<file path="src/rtl/filter_ctrl_multi_if.sv">
// Decoded command bus for the multi-channel filtration controller.
// The master side issues one-cycle duty strobes; the controller is the slave.
interface filter_ctrl_multi_if #(
    parameter int unsigned PWM_W = 8
);
    logic             i_cmd_valid;
    logic [2:0]       i_cmd_chan;
    logic [PWM_W-1:0] i_cmd_duty;

    modport master (
        output i_cmd_valid,
        output i_cmd_chan,
        output i_cmd_duty
    );

    modport slave (
        input i_cmd_valid,
        input i_cmd_chan,
        input i_cmd_duty
    );
endinterface

</file>
<file path="src/rtl/filter_ctrl_multi.sv">
// N-channel tank filtration controller: debounced floats, per-channel fill/return/drain FSM
// with fault detection, slew-limited pump duty and shared-counter PWM outputs.
module filter_ctrl_multi #(
    parameter int unsigned N_CH           = 2,
    parameter int unsigned PWM_W          = 8,
    parameter int unsigned DEB_CYCLES     = 16,
    parameter int unsigned TIMEOUT_CYCLES = 50_000_000,
    parameter int unsigned RAMP_DIV       = 1024
) (
    input  logic                  clk_fpga,
    input  logic                  reset,
    filter_ctrl_multi_if.slave    cmd,
    input  logic [N_CH-1:0]       i_boia_cheia,
    input  logic [N_CH-1:0]       i_boia_vazia,
    output logic [N_CH-1:0]       o_motor,
    output logic [N_CH-1:0]       o_pwm_bomba_a,
    output logic [N_CH-1:0]       o_pwm_bomba_b,
    output logic [3*N_CH-1:0]     o_state,
    output logic [N_CH-1:0]       o_fault
);

    localparam int unsigned DEB_W = $clog2(DEB_CYCLES + 1);
    localparam int unsigned TO_W  = $clog2(TIMEOUT_CYCLES + 1);
    localparam int unsigned PRE_W = (RAMP_DIV > 1) ? $clog2(RAMP_DIV) : 1;
    localparam int unsigned NB    = 2 * N_CH;

    localparam logic [DEB_W-1:0] DEB_LAST = DEB_W'(DEB_CYCLES - 1);
    localparam logic [TO_W-1:0]  TO_LAST  = TO_W'(TIMEOUT_CYCLES - 1);
    localparam logic [PRE_W-1:0] PRE_LAST = PRE_W'(RAMP_DIV - 1);

    typedef enum logic [2:0] {
        StStop      = 3'd0,
        StFilling   = 3'd1,
        StReturning = 3'd2,
        StDraining  = 3'd3,
        StFault     = 3'd4
    } state_t;

    function automatic logic [PWM_W-1:0] f_step(input logic [PWM_W-1:0] cur,
                                                input logic [PWM_W-1:0] tgt);
        if (cur < tgt) begin
            return cur + 1'b1;
        end else if (cur > tgt) begin
            return cur - 1'b1;
        end
        return cur;
    endfunction

    function automatic logic f_pwm(input logic [PWM_W-1:0] cnt, input logic [PWM_W-1:0] cur);
        return (cur == '1) || (cnt < cur);
    endfunction

    // Float bits packed as {vazia, cheia}: bit c = full, bit N_CH+c = empty.
    logic [NB-1:0]    w_raw;
    logic [NB-1:0]    r_meta;
    logic [NB-1:0]    r_sync;
    logic [NB-1:0]    r_deb;
    logic [DEB_W-1:0] r_deb_cnt [NB];

    assign w_raw = {i_boia_vazia, i_boia_cheia};

    always_ff @(posedge clk_fpga) begin
        if (reset) begin
            r_meta <= '0;
            r_sync <= '0;
            r_deb  <= '0;
            for (int b = 0; b < int'(NB); b++) begin
                r_deb_cnt[b] <= '0;
            end
        end else begin
            r_meta <= w_raw;
            r_sync <= r_meta;
            for (int b = 0; b < int'(NB); b++) begin
                if (r_sync[b] == r_deb[b]) begin
                    r_deb_cnt[b] <= '0;
                end else if (r_deb_cnt[b] == DEB_LAST) begin
                    r_deb[b]     <= r_sync[b];
                    r_deb_cnt[b] <= '0;
                end else begin
                    r_deb_cnt[b] <= r_deb_cnt[b] + 1'b1;
                end
            end
        end
    end

    // Commands pass through one register stage before reaching the channel FSMs.
    logic             r_cmd_valid;
    logic [2:0]       r_cmd_chan;
    logic [PWM_W-1:0] r_cmd_duty;
    logic [PRE_W-1:0] r_pre;
    logic [PWM_W-1:0] r_pwm_cnt;
    logic             w_tick;
    logic             w_nz;

    assign w_tick = (r_pre == PRE_LAST);
    assign w_nz   = (r_cmd_duty != '0);

    always_ff @(posedge clk_fpga) begin
        if (reset) begin
            r_cmd_valid <= 1'b0;
            r_cmd_chan  <= '0;
            r_cmd_duty  <= '0;
            r_pre       <= '0;
            r_pwm_cnt   <= '0;
        end else begin
            r_cmd_valid <= cmd.i_cmd_valid;
            r_cmd_chan  <= cmd.i_cmd_chan;
            r_cmd_duty  <= cmd.i_cmd_duty;
            r_pre       <= w_tick ? '0 : r_pre + 1'b1;
            r_pwm_cnt   <= r_pwm_cnt + 1'b1;
        end
    end

    for (genvar c = 0; c < N_CH; c++) begin : g_ch
        state_t           r_state;
        logic [PWM_W-1:0] r_duty;
        logic [PWM_W-1:0] r_cur_a;
        logic [PWM_W-1:0] r_cur_b;
        logic [TO_W-1:0]  r_tcnt;
        logic             r_motor;
        logic             r_fault;
        logic             r_pwm_a;
        logic             r_pwm_b;

        logic             w_hit;
        logic             w_full;
        logic             w_empty;
        logic             w_pump;
        logic             w_fault_in;
        logic [PWM_W-1:0] w_tgt_a;
        logic [PWM_W-1:0] w_tgt_b;

        assign w_hit      = r_cmd_valid && (r_cmd_chan == 3'(c));
        assign w_full     = r_deb[c];
        assign w_empty    = r_deb[N_CH + c];
        assign w_pump     = (r_state == StFilling) || (r_state == StReturning) ||
                            (r_state == StDraining);
        assign w_fault_in = (r_state != StFault) &&
                            ((w_full && w_empty) || (w_pump && (r_tcnt == TO_LAST)));
        assign w_tgt_a    = (r_state == StFilling) ? r_duty : '0;
        assign w_tgt_b    = ((r_state == StReturning) || (r_state == StDraining)) ? r_duty : '0;

        always_ff @(posedge clk_fpga) begin
            if (reset) begin
                r_state <= StStop;
                r_duty  <= '0;
                r_cur_a <= '0;
                r_cur_b <= '0;
                r_tcnt  <= '0;
                r_motor <= 1'b0;
                r_fault <= 1'b0;
                r_pwm_a <= 1'b0;
                r_pwm_b <= 1'b0;
            end else begin
                if (w_tick) begin
                    r_cur_a <= f_step(r_cur_a, w_tgt_a);
                    r_cur_b <= f_step(r_cur_b, w_tgt_b);
                end
                r_pwm_a <= f_pwm(r_pwm_cnt, r_cur_a);
                r_pwm_b <= f_pwm(r_pwm_cnt, r_cur_b);
                r_tcnt  <= w_pump ? r_tcnt + 1'b1 : '0;
                if (w_hit && w_nz && (r_state != StFault)) begin
                    r_duty <= r_cmd_duty;
                end

                // Fault entry kills pump drive on the same edge the state changes.
                if (w_fault_in) begin
                    r_state <= StFault;
                    r_tcnt  <= '0;
                    r_motor <= 1'b0;
                    r_fault <= 1'b1;
                    r_cur_a <= '0;
                    r_cur_b <= '0;
                    r_pwm_a <= 1'b0;
                    r_pwm_b <= 1'b0;
                end else begin
                    unique case (r_state)
                        StStop: begin
                            if (w_hit && w_nz) begin
                                r_state <= StFilling;
                                r_tcnt  <= '0;
                                r_motor <= 1'b1;
                            end
                        end
                        StFilling: begin
                            if (w_hit && !w_nz) begin
                                r_state <= StDraining;
                                r_tcnt  <= '0;
                            end else if (w_full) begin
                                r_state <= StReturning;
                                r_tcnt  <= '0;
                            end
                        end
                        StReturning: begin
                            if (w_hit && !w_nz) begin
                                r_state <= StDraining;
                                r_tcnt  <= '0;
                            end else if (w_empty) begin
                                r_state <= StFilling;
                                r_tcnt  <= '0;
                            end
                        end
                        StDraining: begin
                            if (w_hit && w_nz) begin
                                r_state <= StFilling;
                                r_tcnt  <= '0;
                            end else if (w_empty) begin
                                r_state <= StStop;
                                r_tcnt  <= '0;
                                r_motor <= 1'b0;
                            end
                        end
                        StFault: begin
                            r_cur_a <= '0;
                            r_cur_b <= '0;
                            r_pwm_a <= 1'b0;
                            r_pwm_b <= 1'b0;
                            if (w_hit && !w_nz) begin
                                r_state <= StStop;
                                r_tcnt  <= '0;
                                r_fault <= 1'b0;
                            end
                        end
                        default: r_state <= StStop;
                    endcase
                end
            end
        end

        assign o_state[3*c +: 3] = r_state;
        assign o_motor[c]        = r_motor;
        assign o_fault[c]        = r_fault;
        assign o_pwm_bomba_a[c]  = r_pwm_a;
        assign o_pwm_bomba_b[c]  = r_pwm_b;
    end

endmodule
</file>
<file path="src/flat_wrapper.sv">
// flat-port wrapper written by rule: the top's interface ports become plain ports
module filter_ctrl_multi_flat 
#(
    parameter int unsigned N_CH           = 2,
    parameter int unsigned PWM_W          = 8,
    parameter int unsigned DEB_CYCLES     = 16,
    parameter int unsigned TIMEOUT_CYCLES = 50_000_000,
    parameter int unsigned RAMP_DIV       = 1024
)
  (clk_fpga, reset, i_boia_cheia, i_boia_vazia, o_motor, o_pwm_bomba_a, o_pwm_bomba_b, o_state, o_fault, cmd_i_cmd_valid, cmd_i_cmd_chan, cmd_i_cmd_duty);
  filter_ctrl_multi_if #(.PWM_W(PWM_W)) cmd_i ();
  input  logic clk_fpga;
  input  logic reset;
  input  logic [N_CH-1:0] i_boia_cheia;
  input  logic [N_CH-1:0] i_boia_vazia;
  output logic [N_CH-1:0] o_motor;
  output logic [N_CH-1:0] o_pwm_bomba_a;
  output logic [N_CH-1:0] o_pwm_bomba_b;
  output logic [3*N_CH-1:0] o_state;
  output logic [N_CH-1:0] o_fault;
  input wire logic [$bits(cmd_i.i_cmd_valid)-1:0] cmd_i_cmd_valid;
  input wire logic [$bits(cmd_i.i_cmd_chan)-1:0] cmd_i_cmd_chan;
  input wire logic [$bits(cmd_i.i_cmd_duty)-1:0] cmd_i_cmd_duty;
  assign cmd_i.i_cmd_valid = cmd_i_cmd_valid;
  assign cmd_i.i_cmd_chan = cmd_i_cmd_chan;
  assign cmd_i.i_cmd_duty = cmd_i_cmd_duty;
  filter_ctrl_multi #(.N_CH(N_CH), .PWM_W(PWM_W), .DEB_CYCLES(DEB_CYCLES), .TIMEOUT_CYCLES(TIMEOUT_CYCLES), .RAMP_DIV(RAMP_DIV)) u_core (.clk_fpga(clk_fpga), .reset(reset), .cmd(cmd_i), .i_boia_cheia(i_boia_cheia), .i_boia_vazia(i_boia_vazia), .o_motor(o_motor), .o_pwm_bomba_a(o_pwm_bomba_a), .o_pwm_bomba_b(o_pwm_bomba_b), .o_state(o_state), .o_fault(o_fault));
endmodule
</file>
<file path="config.mk">
export PLATFORM = sky130hd
export DESIGN_NAME = filter_ctrl_multi_flat
export DESIGN_NICKNAME = d
export VERILOG_FILES = /design/src/rtl/filter_ctrl_multi_if.sv /design/src/rtl/filter_ctrl_multi.sv /design/src/flat_wrapper.sv
export SDC_FILE = /design/constraint.sdc
export NUM_CORES = 1
export LEC_CHECK = 0
export CAP_MARGIN = 25
export CORE_MARGIN = 2
export CORE_UTILIZATION = 30
export CTS_BUF_LIST = sky130_fd_sc_hd__clkbuf_2 sky130_fd_sc_hd__clkbuf_4 sky130_fd_sc_hd__clkbuf_8
export DETAILED_ROUTE_END_ITERATION = 16
export PLACE_DENSITY = 0.52
export SYNTH_ARGS = -nofsm -noshare
export SYNTH_HDL_FRONTEND = slang
export SYNTH_SLANG_ARGS = --single-unit
</file>
<file path="constraint.sdc">
create_clock -name clk_fpga -period 5.7 [get_ports clk_fpga]
set_input_delay 1.425 -clock clk_fpga [delete_from_list [all_inputs] [get_ports clk_fpga]]
set_output_delay 1.425 -clock clk_fpga [all_outputs]
set_load 0.05 [all_outputs]
</file>
==> flow_summary.json, run 1 <==
{
  "run_status": "complete, no violations",
  "p_clk_share_pct": 37.6,
  "cts.sinks": 176,
  "slew-limit-headroom_pct": 34.5,
  "die_width_um": 189,
  "vdd_ir_drop_max_mv": 0.139,
  "initial_core_util_pct": 30.6,
  "ys_top_cells_by_area": "dfxtp_1 (30%), ha_1 (12%), edfxtp_1 (5.8%)",
  "synth_most_common_cell": "dfxtp_1",
  "ys_types": 68,
  "finalNetCount": 1318,
  "grt_first_pass_wirelength_um": 38900,
  "synth_seq_area_share_pct": 36.2,
  "criticalPathCategory": "reg2reg",
  "hp-class": "reg2reg",
  "slew_violations": 0,
  "rsz0062_at_grt": "false",
  "synth_common_cells": "dfxtp_1 (156), nor2_1 (133), ha_1 (96)",
  "yosys_warnings": 0,
  "synth_area_sq_mm": 0.0103,
  "dr.pass1.iters": 4,
  "synth_edf_count": 20,
  "synthArstFlopShare_pct": 0,
  "holdWs_ns": 0.447,
  "drtIter0Drc": 288,
  "die_height_um": 189,
  "drv_cap": 0,
  "critPathMaxFanout": 11,
  "swShare_pct": 28.7,
  "p_per_area_mw_per_mm2": 207,
  "tightest_slew_ns": 0.968,
  "setup_viol": 0,
  "ctsResizeCount": 0,
  "post_cts_buffers": 0,
  "clk_pin_slew_ns": 0.11,
  "critPathCaptureType": "flop",
  "nFillCells": 3494,
  "via_per_inst": 4.80,
  "ys.flop_type": "dfxtp_1",
  "finalCritPeriodShare_pct": 82.9,
  "postCtsHoldBufs": 0,
  "p_sw_mw": 0.682,
  "seqPwrFrac_pct": 54.9,
  "cp.required_ns": 6.07,
  "grt_antenna_before_repair": 0,
  "synth-seq-cells": 176,
  "fin_skew_ns": 0.0177,
  "cts_max_level": 4,
  "cp-start-kind": "flop",
  "leakage_nw": 4.13,
  "clockBufferDepth": 2,
  "critical_path_arrival_ns": 5.10,
  "clock-root-buffer": "clkbuf_8",
  "port_buffers": 31,
  "syn_avg_cell_area_sq_um": 8.82,
  "syn_inst": 1166,
  "cts_buffers": 17,
  "area_growth_pct": 11.4,
  "yosysTopAreaCell": "dfxtp_1",
  "grt_max_degree": 47,
  "tritoncts": "built",
  "core_sq_mm": 0.0336,
  "tns_ns": 0,
  "drtAntennaViolNets": 0,
  "antennaDiodeCount": 0,
  "rows": 67,
  "place_congestion": 0.799,
  "comb_power_share_pct": 7.5,
  "hpwl_um": 16500,
  "hold_viol_final": 0,
  "vias": 7971,
  "drcViolationCount": 0,
  "fin_crit_ns": 4.73,
  "fmax_ghz": 0.212,
  "io_pins": 32,
  "wirelength_um": 22500,
  "drive_gt1_share_pct": 6.51,
  "synth_top_area_share_pct": 30.4,
  "p_int_mw": 1.69,
  "wire_per_inst_um": 13.6,
  "grt_pass1_vias": 7732,
  "grt_overflow": 0,
  "clock_latency_ns": 0.47,
  "dieArea_sq_mm": 0.0358,
  "grtUsageTotal_pct": 13.2
}
per-layer routing:
layer  GRT usage, %  vias to the layer above  part of all wire (%)
li1               -                     4160                     -
met1           18.5                     3726                    52
met2           20.8                       71                    44
met3           2.63                       14                   3.0
met4           2.85                        0                   1.0
met5              0                        -                     0
critical path: stages, from the launching register on:
cell and delay (ns):
dfxtp_1 0.55, nor2b_1 0.57, nand2_1 0.13, ha_1 0.32, o21ai_0 0.16, a21oi_1 0.06
o31ai_1 0.46, nand2_1 0.34, ha_1 0.37, a21oi_1 0.23, o211ai_1 0.18, o41ai_1 0.32
a21bo_2 0.27, a211oi_1 0.30, mux2_2 0.37
final timing paths:
kind / startpoint / to / slack, ns / cells after the start
worst min-delay path: u_core.r_meta[1] / u_core.r_sync[1] / 0.45 / 1
worst max register to register: u_core.g_ch[1].r_state[1] / u_core.g_ch[1].r_cur_b[7] / 0.97 / 14
worst max-delay path: u_core.g_ch[1].r_state[1] / u_core.g_ch[1].r_cur_b[7] / 0.97 / 14
worst min register to register: u_core.r_meta[1] / u_core.r_sync[1] / 0.45 / 1
sequential cells by signal, summed over array words and instances (netlist names), 3 cells and up:
name and count:
u_core.g_ch.r_tcnt 52, u_core.g_ch.r_duty 16, u_core.r_meta 4, u_core.g_ch.r_cur_b 16, u_core.g_ch.r_cur_a 16, u_core.r_deb 4
u_core.r_cmd_chan 3, u_core.r_pre 10, u_core.r_pwm_cnt 8, u_core.g_ch.r_state 6, u_core.r_cmd_duty 8, u_core.r_deb_cnt 20
u_core.r_sync 4
cells in the final DEF, fill, tap and decap left out, types with 33 or more instances in the layout:
| cell | netlist | final |
|---|---|---|
| a21oi_1 | 73 | 73 |
| dfxtp_1 | 156 | 156 |
| ha_1 | 96 | 96 |
| inv_1 | 60 | 60 |
| nand2_1 | 75 | 75 |
| nand3_1 | 68 | 68 |
| nor2_1 | 133 | 133 |
| nor2b_1 | 33 | 33 |
| o21ai_0 | 41 | 41 |
| xnor2_1 | 43 | 43 |
| xor2_1 | 47 | 47 |
area by class of cell:
| type | count | area, sq um | share of cell area, % |
|---|---|---|---|
| inverters | 60 | 225 | 1.97 |
| repair buffers | 37 | 370 | 3.23 |
| clock inverters | 14 | 158 | 1.38 |
| multi-input cells | 908 | 6180 | 53.9 |
| flip-flops and latches | 176 | 3720 | 32.5 |
| well taps | 448 | 561 | 4.89 |
| clock buffers | 18 | 241 | 2.11 |
through the flow:
step                      util [%]  setup WS (ns)  total power [mW]  cells  area [sq um]
after detailed placement      32.8           1.04              1.51   1628         11000
final                         34.1          0.973              2.37   1661         11500
after global placement        32.8           1.18              1.51   1627         11000
after CTS                     34.0          0.960              2.42   1660         11400
after floorplan                  -           1.30              1.46   1185         10400
after global routing          34.1          0.577              2.49   1661         11500
logic make-up after synthesis:
family | share of synthesized area (%)
XOR/XNOR | 7.66
buffers and inverters | 4.46
other | 0.0365
multiplexers | 2.48
AND/OR/NAND/NOR | 24.5
adder cells (fa/ha/maj) | 12.5
AO/OA/AOI/OAI | 12.2
flip-flops | 36.2
power by group through the flow:
stage / Sequential, mW / Clock (mW) / Combinational, mW
6_report: 1.30 / 0.892 / 0.178
5_1_grt: 1.31 / 0.978 / 0.200
4_1_cts: 1.30 / 0.935 / 0.179
3_5_place_dp: 1.33 / 0 / 0.178
3_3_place_gp: 1.33 / 0 / 0.176
2_1_floorplan: 1.33 / 0 / 0.134
Power figures use the tool's default switching activity.
==> inputs of run 2 (changes only) <==
- clock period: 5.7 -> 4.91 ns (I/O delays scaled with it)
==> run 2 against run 1 <==
Global-route usage about the same. Core utilization increased by 0.11 points. Fmax increased by 8.4%. Total power increased by 16%. Clock power increased by 17%. Wire length increased by 0.17%. Flip-flop and latch count unchanged. Critical path depth unchanged. Final cell count increased by 0.18%. Combinational power increased by 19%. Register-to-register slack got worse by 0.42 ns.
==> flow_summary.json, run 2 (synthesis gave the netlist of run 1 again) <==
{
  "run_status": "complete, no violations",
  "dieArea_sq_mm": 0.0358,
  "hold_viol_final": 0,
  "drcViolationCount": 0,
  "grt_max_degree": 47,
  "vdd_ir_drop_max_mv": 0.129,
  "critical_path_arrival_ns": 4.72,
  "reg_top3": "u_core.g_ch.r_tcnt x52, u_core.r_deb_cnt x20",
  "fmax_ghz": 0.229,
  "p_int_mw": 1.97,
  "rows": 67,
  "via_per_inst": 4.78,
  "drv_cap": 0,
  "place_congestion": 0.807,
  "comb_power_share_pct": 7.6,
  "wire_per_inst_um": 13.6,
  "grt_overflow": 0,
  "p_per_area_mw_per_mm2": 240,
  "max_flop_register": "u_core.g_ch.r_tcnt",
  "vias": 7960,
  "clk_pin_slew_ns": 0.10,
  "grt_antenna_before_repair": 0,
  "holdWs_ns": 0.460,
  "largest_reg_flops": 52,
  "clockBufferDepth": 2,
  "die_height_um": 189,
  "p_sw_mw": 0.791,
  "postCtsHoldBufs": 0,
  "wirelength_um": 22600,
  "cp.required_ns": 5.27,
  "drive_gt1_share_pct": 6.83,
  "drtAntennaViolNets": 0,
  "critPathMaxFanout": 10,
  "cts_max_level": 4,
  "grt_pass1_vias": 7745,
  "hp-class": "reg2reg",
  "grt_first_pass_wirelength_um": 38700,
  "tritoncts": "built",
  "clock_latency_ns": 0.48,
  "fin_total_pwr_mw": 2.76,
  "grtUsageTotal_pct": 13.1,
  "tns_ns": 0,
  "seqPwrFrac_pct": 54.8,
  "fin_skew_ns": 0.0245,
  "drtIter0Drc": 408,
  "port_buffers": 31,
  "initial_core_util_pct": 30.6,
  "dr.pass1.iters": 5,
  "slew-limit-headroom_pct": 31.9,
  "criticalPathCategory": "reg2reg",
  "finalCritPeriodShare_pct": 88.8,
  "swShare_pct": 28.7,
  "cp-start-kind": "flop",
  "clock-root-buffer": "clkbuf_8",
  "slew_violations": 0,
  "cts.sinks": 176,
  "setup_viol": 0,
  "p_clk_share_pct": 37.5,
  "core_sq_mm": 0.0336,
  "antennaDiodeCount": 0,
  "die_width_um": 189,
  "hpwl_um": 16400,
  "rsz0062_at_grt": "false",
  "finalNetCount": 1321,
  "layout_common_cells": "dfxtp_1 (156), nor2_1 (133), ha_1 (96)",
  "io_pins": 32,
  "area_growth_pct": 11.7,
  "fin_crit_ns": 4.36,
  "post_cts_buffers": 0,
  "cts_buffers": 17,
  "final_common_cell": "dfxtp_1",
  "tightest_slew_ns": 1.01,
  "leakage_nw": 4.15,
  "critPathCaptureType": "flop"
}
-- run 2: cell types whose count changed in the layout (fill, tap and decap cells not counted), sizes merged --
cell    before  now
inv         70   66
clkinv       4    8
buf          7   10
-- run 2: power by group through the flow --
| stage | sequential (mW) | clock, mW | combinational (mW) |
|---|---|---|---|
| after global placement | 1.55 | 0 | 0.210 |
| after floorplan | 1.54 | 0 | 0.155 |
| after global routing | 1.52 | 1.15 | 0.237 |
| after CTS | 1.51 | 1.08 | 0.213 |
| final | 1.51 | 1.04 | 0.211 |
| after detailed placement | 1.55 | 0 | 0.212 |
-- run 2: per-layer routing --
layer,share of wire (%),GRT usage (%)
met5,0,0
met4,0.70,3.37
met3,3.1,2.22
met2,44,20.7
met1,52,18.5
-- run 2: worst max-delay path, stage by stage, from the launching register on --
cell      delay (ns)
dfxtp_1         0.52
nor3b_2         0.40
nand2_1         0.10
ha_1            0.30
o21ai_0         0.20
a21oi_1         0.06
o31ai_1         0.44
nand2_1         0.33
ha_1            0.37
a21oi_1         0.20
o211ai_1        0.15
o41ai_1         0.31
a21bo_2         0.26
a211oi_1        0.24
mux2_2          0.36
-- run 2: timing repair --
action / 4_1_cts / 5_1_grt
resized for setup: 0 / 1
hold endpoints to repair: 0 / 0
endpoints found under the setup margin: 0 / 1
-- run 2: cell type report --
type	count	area, sq um
Fill cell	3448	22100
Multi-Input combinational cell	908	6180
Sequential cell	176	3720
Tap cell	448	561
Timing Repair Buffer	40	393
Clock buffer	18	241
Inverter	60	225
Clock inverter	14	170
-- run 2: final timing paths --
kind	from	endpoint	slack, ns	cells after the start
worst max register to register	u_core.g_ch[0].r_state[0]	u_core.g_ch[0].r_cur_a[7]	0.55	14
worst min-delay path	u_core.r_meta[1]	u_core.r_sync[1]	0.46	1
worst max-delay path	u_core.g_ch[0].r_state[0]	u_core.g_ch[0].r_cur_a[7]	0.55	14
worst min register to register	u_core.r_meta[1]	u_core.r_sync[1]	0.46	1
-- run 2: through the flow --
stage	utilization, %	cells	area, sq um	setup WS, ns
final	34.2	1664	11500	0.549
after global placement	32.9	1630	11000	0.517
after floorplan	-	1185	10400	0.505
after detailed placement	33.0	1632	11100	0.429
after CTS	34.2	1664	11500	0.427
after global routing	34.2	1664	11500	0.0649
==> edit 1: new RTL, config.mk and constraints of run 2 <==
Reset style: asynchronous (`reset`), changed in 3 clocked blocks.
--- a/src/rtl/filter_ctrl_multi.sv
+++ b/src/rtl/filter_ctrl_multi.sv
@@ -59,7 +59,7 @@
 
     assign w_raw = {i_boia_vazia, i_boia_cheia};
 
-    always_ff @(posedge clk_fpga) begin
+    always_ff @(posedge clk_fpga or posedge reset) begin
         if (reset) begin
             r_meta <= '0;
             r_sync <= '0;
@@ -95,7 +95,7 @@
     assign w_tick = (r_pre == PRE_LAST);
     assign w_nz   = (r_cmd_duty != '0);
 
-    always_ff @(posedge clk_fpga) begin
+    always_ff @(posedge clk_fpga or posedge reset) begin
         if (reset) begin
             r_cmd_valid <= 1'b0;
             r_cmd_chan  <= '0;
@@ -140,7 +140,7 @@
         assign w_tgt_a    = (r_state == StFilling) ? r_duty : '0;
         assign w_tgt_b    = ((r_state == StReturning) || (r_state == StDraining)) ? r_duty : '0;
 
-        always_ff @(posedge clk_fpga) begin
+        always_ff @(posedge clk_fpga or posedge reset) begin
             if (reset) begin
                 r_state <= StStop;
                 r_duty  <= '0;
Check against the original RTL: differs if reset is asserted again (counterexample within 4 cycles, from zero or initial values and one cycle with reset high); with reset held inactive, the same outputs for 4 cycles.
==> edit 1 against run 2 <==
- synthesized area is 2.2% higher
- routed wire length is 1.5% higher
- sequential cell count stayed put
- setup slack better by 97 ps
- hold slack worse by 100 ps
- design area is 1.8% higher
- critical path type unchanged
- largest cell class unchanged
- highest routed layer unchanged
Power is not compared: it rests on default switching activity, and its combinational part moved more than twofold at a synthesized area within 25%.
==> edit 1: results (changes against run 2) <==
[status]
outcome = finished clean

[min_path]
min_from = u_core.r_meta[1]
hold_class = flip-flop to flip-flop
hold_depth = 0  ; -1
worstHoldEndpoint = u_core.r_sync[1]

[sta]
worstMarginPinSlew_ps = 911  ; -96.7 ps
fin_skew_ps = 13.8  ; -10.7 ps
whs_ps = 357  ; -102 ps
fmax_ghz = 0.235  ; +2.3%

[finish]
regArea_sq_mm = 0.00440  ; +18%
multi_input_area_sq_mm = 0.00573  ; -7.3%
final_layout_size_suffix_gt1_share_pct = 8.73  ; +1.9 points
nMultiInputCombCells = 808  ; -11%
n_clock_buffer = 18  ; unchanged
inv_count = 62  ; +3.3%
n_all_buffers = 33  ; -18%

[placed_design]
place.gp.congestion = 0.791  ; -1.9%
post-place-ws_ps = 711  ; +282 ps
hpwl_um = 16600  ; +0.98%

[detailed_routing]
drt-met1-wl_um = 11900  ; +1.7%
met2_length_um = 10100  ; +0.21%
drt_first_iter_violations = 503  ; +23%
wl_per_cell_um = 14.6  ; +7.8%

[logic_synthesis]
ys_types = 82  ; +21%
synth_xor_area_share_pct = 7.17  ; -0.50 points
synth_area_leaders = dfrtp_1, ha_1, xor2_1
synthAdderAreaFrac_pct = 11.7  ; -0.74 points
synth_flop_cell = dfrtp_1
synth_compound_area_share_pct = 12.0  ; -0.18 points
synth_mux_area_share_pct = 3.20  ; +0.72 points
seq_area_frac_synth_pct = 41.9  ; +5.7 points
synthTopCellsByCount = dfrtp_1, nor2_1, nand2_1

[worst_setup_path]
critical_path.slowest_cell = dfrtp_1
crit_path_max_incr_delay_ps = 610  ; +90 ps
crit_family = compound AO/OA/AOI/OAI gates
path_max_fanout = 15  ; +5
r2r_slack_ps = 650  ; +100 ps

[global_routing]
grtUsageMet1_pct = 18.4  ; -0.11 points
grt_pass1_wl_um = 38700  ; about the same
grt_max_degree = 111  ; +140%
grtUsageMet2_pct = 20.7  ; about the same
grtUsageMet3_pct = 2.79  ; +0.57 points
grt_usage_pct = 13.2  ; +0.036 points

==> edit 1: changes by cell type after synthesis, sizes merged, moves of 11 or more <==
cell,run 2,this run
edfxtp,20,0
mux2,4,21
nand3,68,48
mux2i,21,10
nor2b,33,18
dfrtp,0,176
nor2,153,120
dfxtp,156,0
xnor2,43,32
clkbuf,18,4
a21oi,74,44
nand2,75,96
==> edit 1: metrics by stage <==
| stage | instance area [sq um] | instances |
|---|---|---|
| finish | 11700 | 1566 |
| global route | 11700 | 1566 |
| CTS | 11700 | 1566 |
| detailed placement | 11300 | 1534 |
| global placement | 11300 | 1534 |
| floorplan | 10500 | 1071 |
==> edit 1: power by group <==
part           switching [W]  internal, W  total [W]
Combinational       0.000946     0.000619    0.00156
Sequential         0.0000971      0.00152    0.00162
Clock               0.000619     0.000444    0.00106
==> edit 2: new RTL, flow settings as in run 2 <==
Without the edit above. `PWM_W` is set to 8 in 3 places; all go to 6.
--- a/src/rtl/filter_ctrl_multi_if.sv
+++ b/src/rtl/filter_ctrl_multi_if.sv
@@ -1,7 +1,7 @@
 // Decoded command bus for the multi-channel filtration controller.
 // The master side issues one-cycle duty strobes; the controller is the slave.
 interface filter_ctrl_multi_if #(
-    parameter int unsigned PWM_W = 8
+    parameter int unsigned PWM_W = 6
 );
     logic             i_cmd_valid;
     logic [2:0]       i_cmd_chan;
--- a/src/rtl/filter_ctrl_multi.sv
+++ b/src/rtl/filter_ctrl_multi.sv
@@ -2,7 +2,7 @@
 // with fault detection, slew-limited pump duty and shared-counter PWM outputs.
 module filter_ctrl_multi #(
     parameter int unsigned N_CH           = 2,
-    parameter int unsigned PWM_W          = 8,
+    parameter int unsigned PWM_W          = 6,
     parameter int unsigned DEB_CYCLES     = 16,
     parameter int unsigned TIMEOUT_CYCLES = 50_000_000,
     parameter int unsigned RAMP_DIV       = 1024
--- a/src/flat_wrapper.sv
+++ b/src/flat_wrapper.sv
@@ -2,7 +2,7 @@
 module filter_ctrl_multi_flat 
 #(
     parameter int unsigned N_CH           = 2,
-    parameter int unsigned PWM_W          = 8,
+    parameter int unsigned PWM_W          = 6,
     parameter int unsigned DEB_CYCLES     = 16,
     parameter int unsigned TIMEOUT_CYCLES = 50_000_000,
     parameter int unsigned RAMP_DIV       = 1024
Ports: changed (resized cmd_i_cmd_duty); port bits go from 32 to 30. No check against the original RTL was run, so the function may have changed too.
==> edit 2 against run 2 <==
- largest power group unchanged
- setup slack gained 200 ps
- critical path type unchanged
- power shrank 8.1%
- sequential share of layout area grew 2.7 points
- synthesized area shrank 17%
- routed wire length shrank 23%
- core utilization grew 0.50 points
- largest cell class unchanged
- design area shrank 16%
- clock skew shrank 5.5 ps
- sequential cell count shrank 16
==> edit 2: results (changes against run 2) <==
[status]
outcome = finished clean

[detailed_routing]
viasPerCell = 4.58  ; -4.3%
drt_first_iter_violations = 272  ; -33%
routed_wl_um = 17400  ; -23%
drt_pass1_iterations = 4  ; -1

[logic_synthesis]
synth-edff-count = 20  ; unchanged
seq_area_frac_synth_pct = 39.7  ; +3.5 points
ys_types = 54  ; -21%
synth_area_leaders = dfxtp_1, ha_1, edfxtp_1
synthTopCellsByCount = dfxtp_1, nor2_1, ha_1

[placed_design]
portBuffers = 29  ; -6.5%
place.gp.congestion = 0.770  ; -4.5%
hpwl_um = 12800  ; -22%
post-place-ws_ps = 739  ; +310 ps

[sta]
worstMarginPinSlew_ps = 872  ; -136 ps
fin_skew_ps = 19.0  ; -5.54 ps

[worst_setup_path]
path_max_fanout = 14  ; +4
critical_path_class = flip-flop to flip-flop
crit_arrival_ps = 4510  ; -210 ps

[min_path]
min_from = u_core.r_meta[2]

[pwr]
p_leak_nw = 3.70  ; -11%
switching_share_pct = 23.9  ; -4.8 points
ir_drop_mv = 0.143  ; +11%

[global_routing]
grt_usage_pct = 12.1  ; -1.1 points
grt_pass1_wl_um = 29800  ; -23%
grt_pass1_vias = 6105  ; -21%
grt_max_degree = 36  ; -23%

[finish]
nets = 1061  ; -20%
final_layout_size_suffix_gt1_share_pct = 7.74  ; +0.91 points
fillers = 2913  ; -16%

[clocking]
clk_latency_ps = 460  ; -20 ps
cts-buffers-inserted = 17  ; unchanged

edit 2: stage by stage:
step | std cells | cell area, sq um
floorplan | 948 | 8650
global placement | 1327 | 9250
finish | 1360 | 9690
CTS | 1360 | 9690
global route | 1360 | 9690
detailed placement | 1328 | 9270
edit 2: critical path, stage by stage (launching register included):
cell	delay (ps)
dfxtp_1	570
nor3b_1	620
nand2_1	130
ha_1	350
a21oi_1	140
a21oi_1	80
a211oi_1	450
inv_1	240
ha_1	360
a211oi_1	290
o21bai_1	110
a21oi_1	180
xnor2_1	90
or3_1	320
a21oi_1	140
edit 2: final cells by class:
cell class / instances / area share (%)
Tap cell: 378 / 4.88
Sequential cell: 160 / 35.1
Clock inverter: 13 / 1.67
Clock buffer: 19 / 2.63
Timing Repair Buffer: 34 / 3.54
Multi-Input combinational cell: 710 / 50.4
Inverter: 46 / 1.78
edit 2: per-layer routing:
metal	wire, um	global-route usage (%)	vias to the layer above	share of wire, %
li1	-	-	3265	-
met1	8910	16.2	2895	51
met2	7870	19.6	57	45
met3	459	2.66	8	2.6
met4	158	3.11	0	0.91
met5	0	0	-	0
edit 2: kinds of logic (layout without fill, tap and decap cells):
group           Yosys count  count (layout)  share of synthesized area (%)
xor+xnor                 93              93                           9.50
flops                   160             160                           39.7
buf+inv                  78             112                           4.26
simple gates            371             371                           22.1
mux                      29              29                           3.38
compound gates          121             121                           9.60
other cells               1              20                         0.0437
fa+ha+maj                76              76                           11.4
edit 2: power groups by stage:
stage,Clock [W],Combinational [W],Sequential (W)
floorplan,0,0.000100,0.00139
global placement,0,0.000134,0.00140
detailed placement,0,0.000135,0.00140
CTS,0.00107,0.000136,0.00137
global route,0.00112,0.000151,0.00138
finish,0.00103,0.000134,0.00137
edit 2: path summary, 6_finish.rpt:
kind                               end  slack [ps]  depth (start not counted)
max reg2reg  u_core.g_ch[0].r_cur_a[5]         750                         14
min reg2reg           u_core.r_sync[2]         450                          1
min                   u_core.r_sync[2]         450                          1
max          u_core.g_ch[0].r_cur_a[5]         750                         14
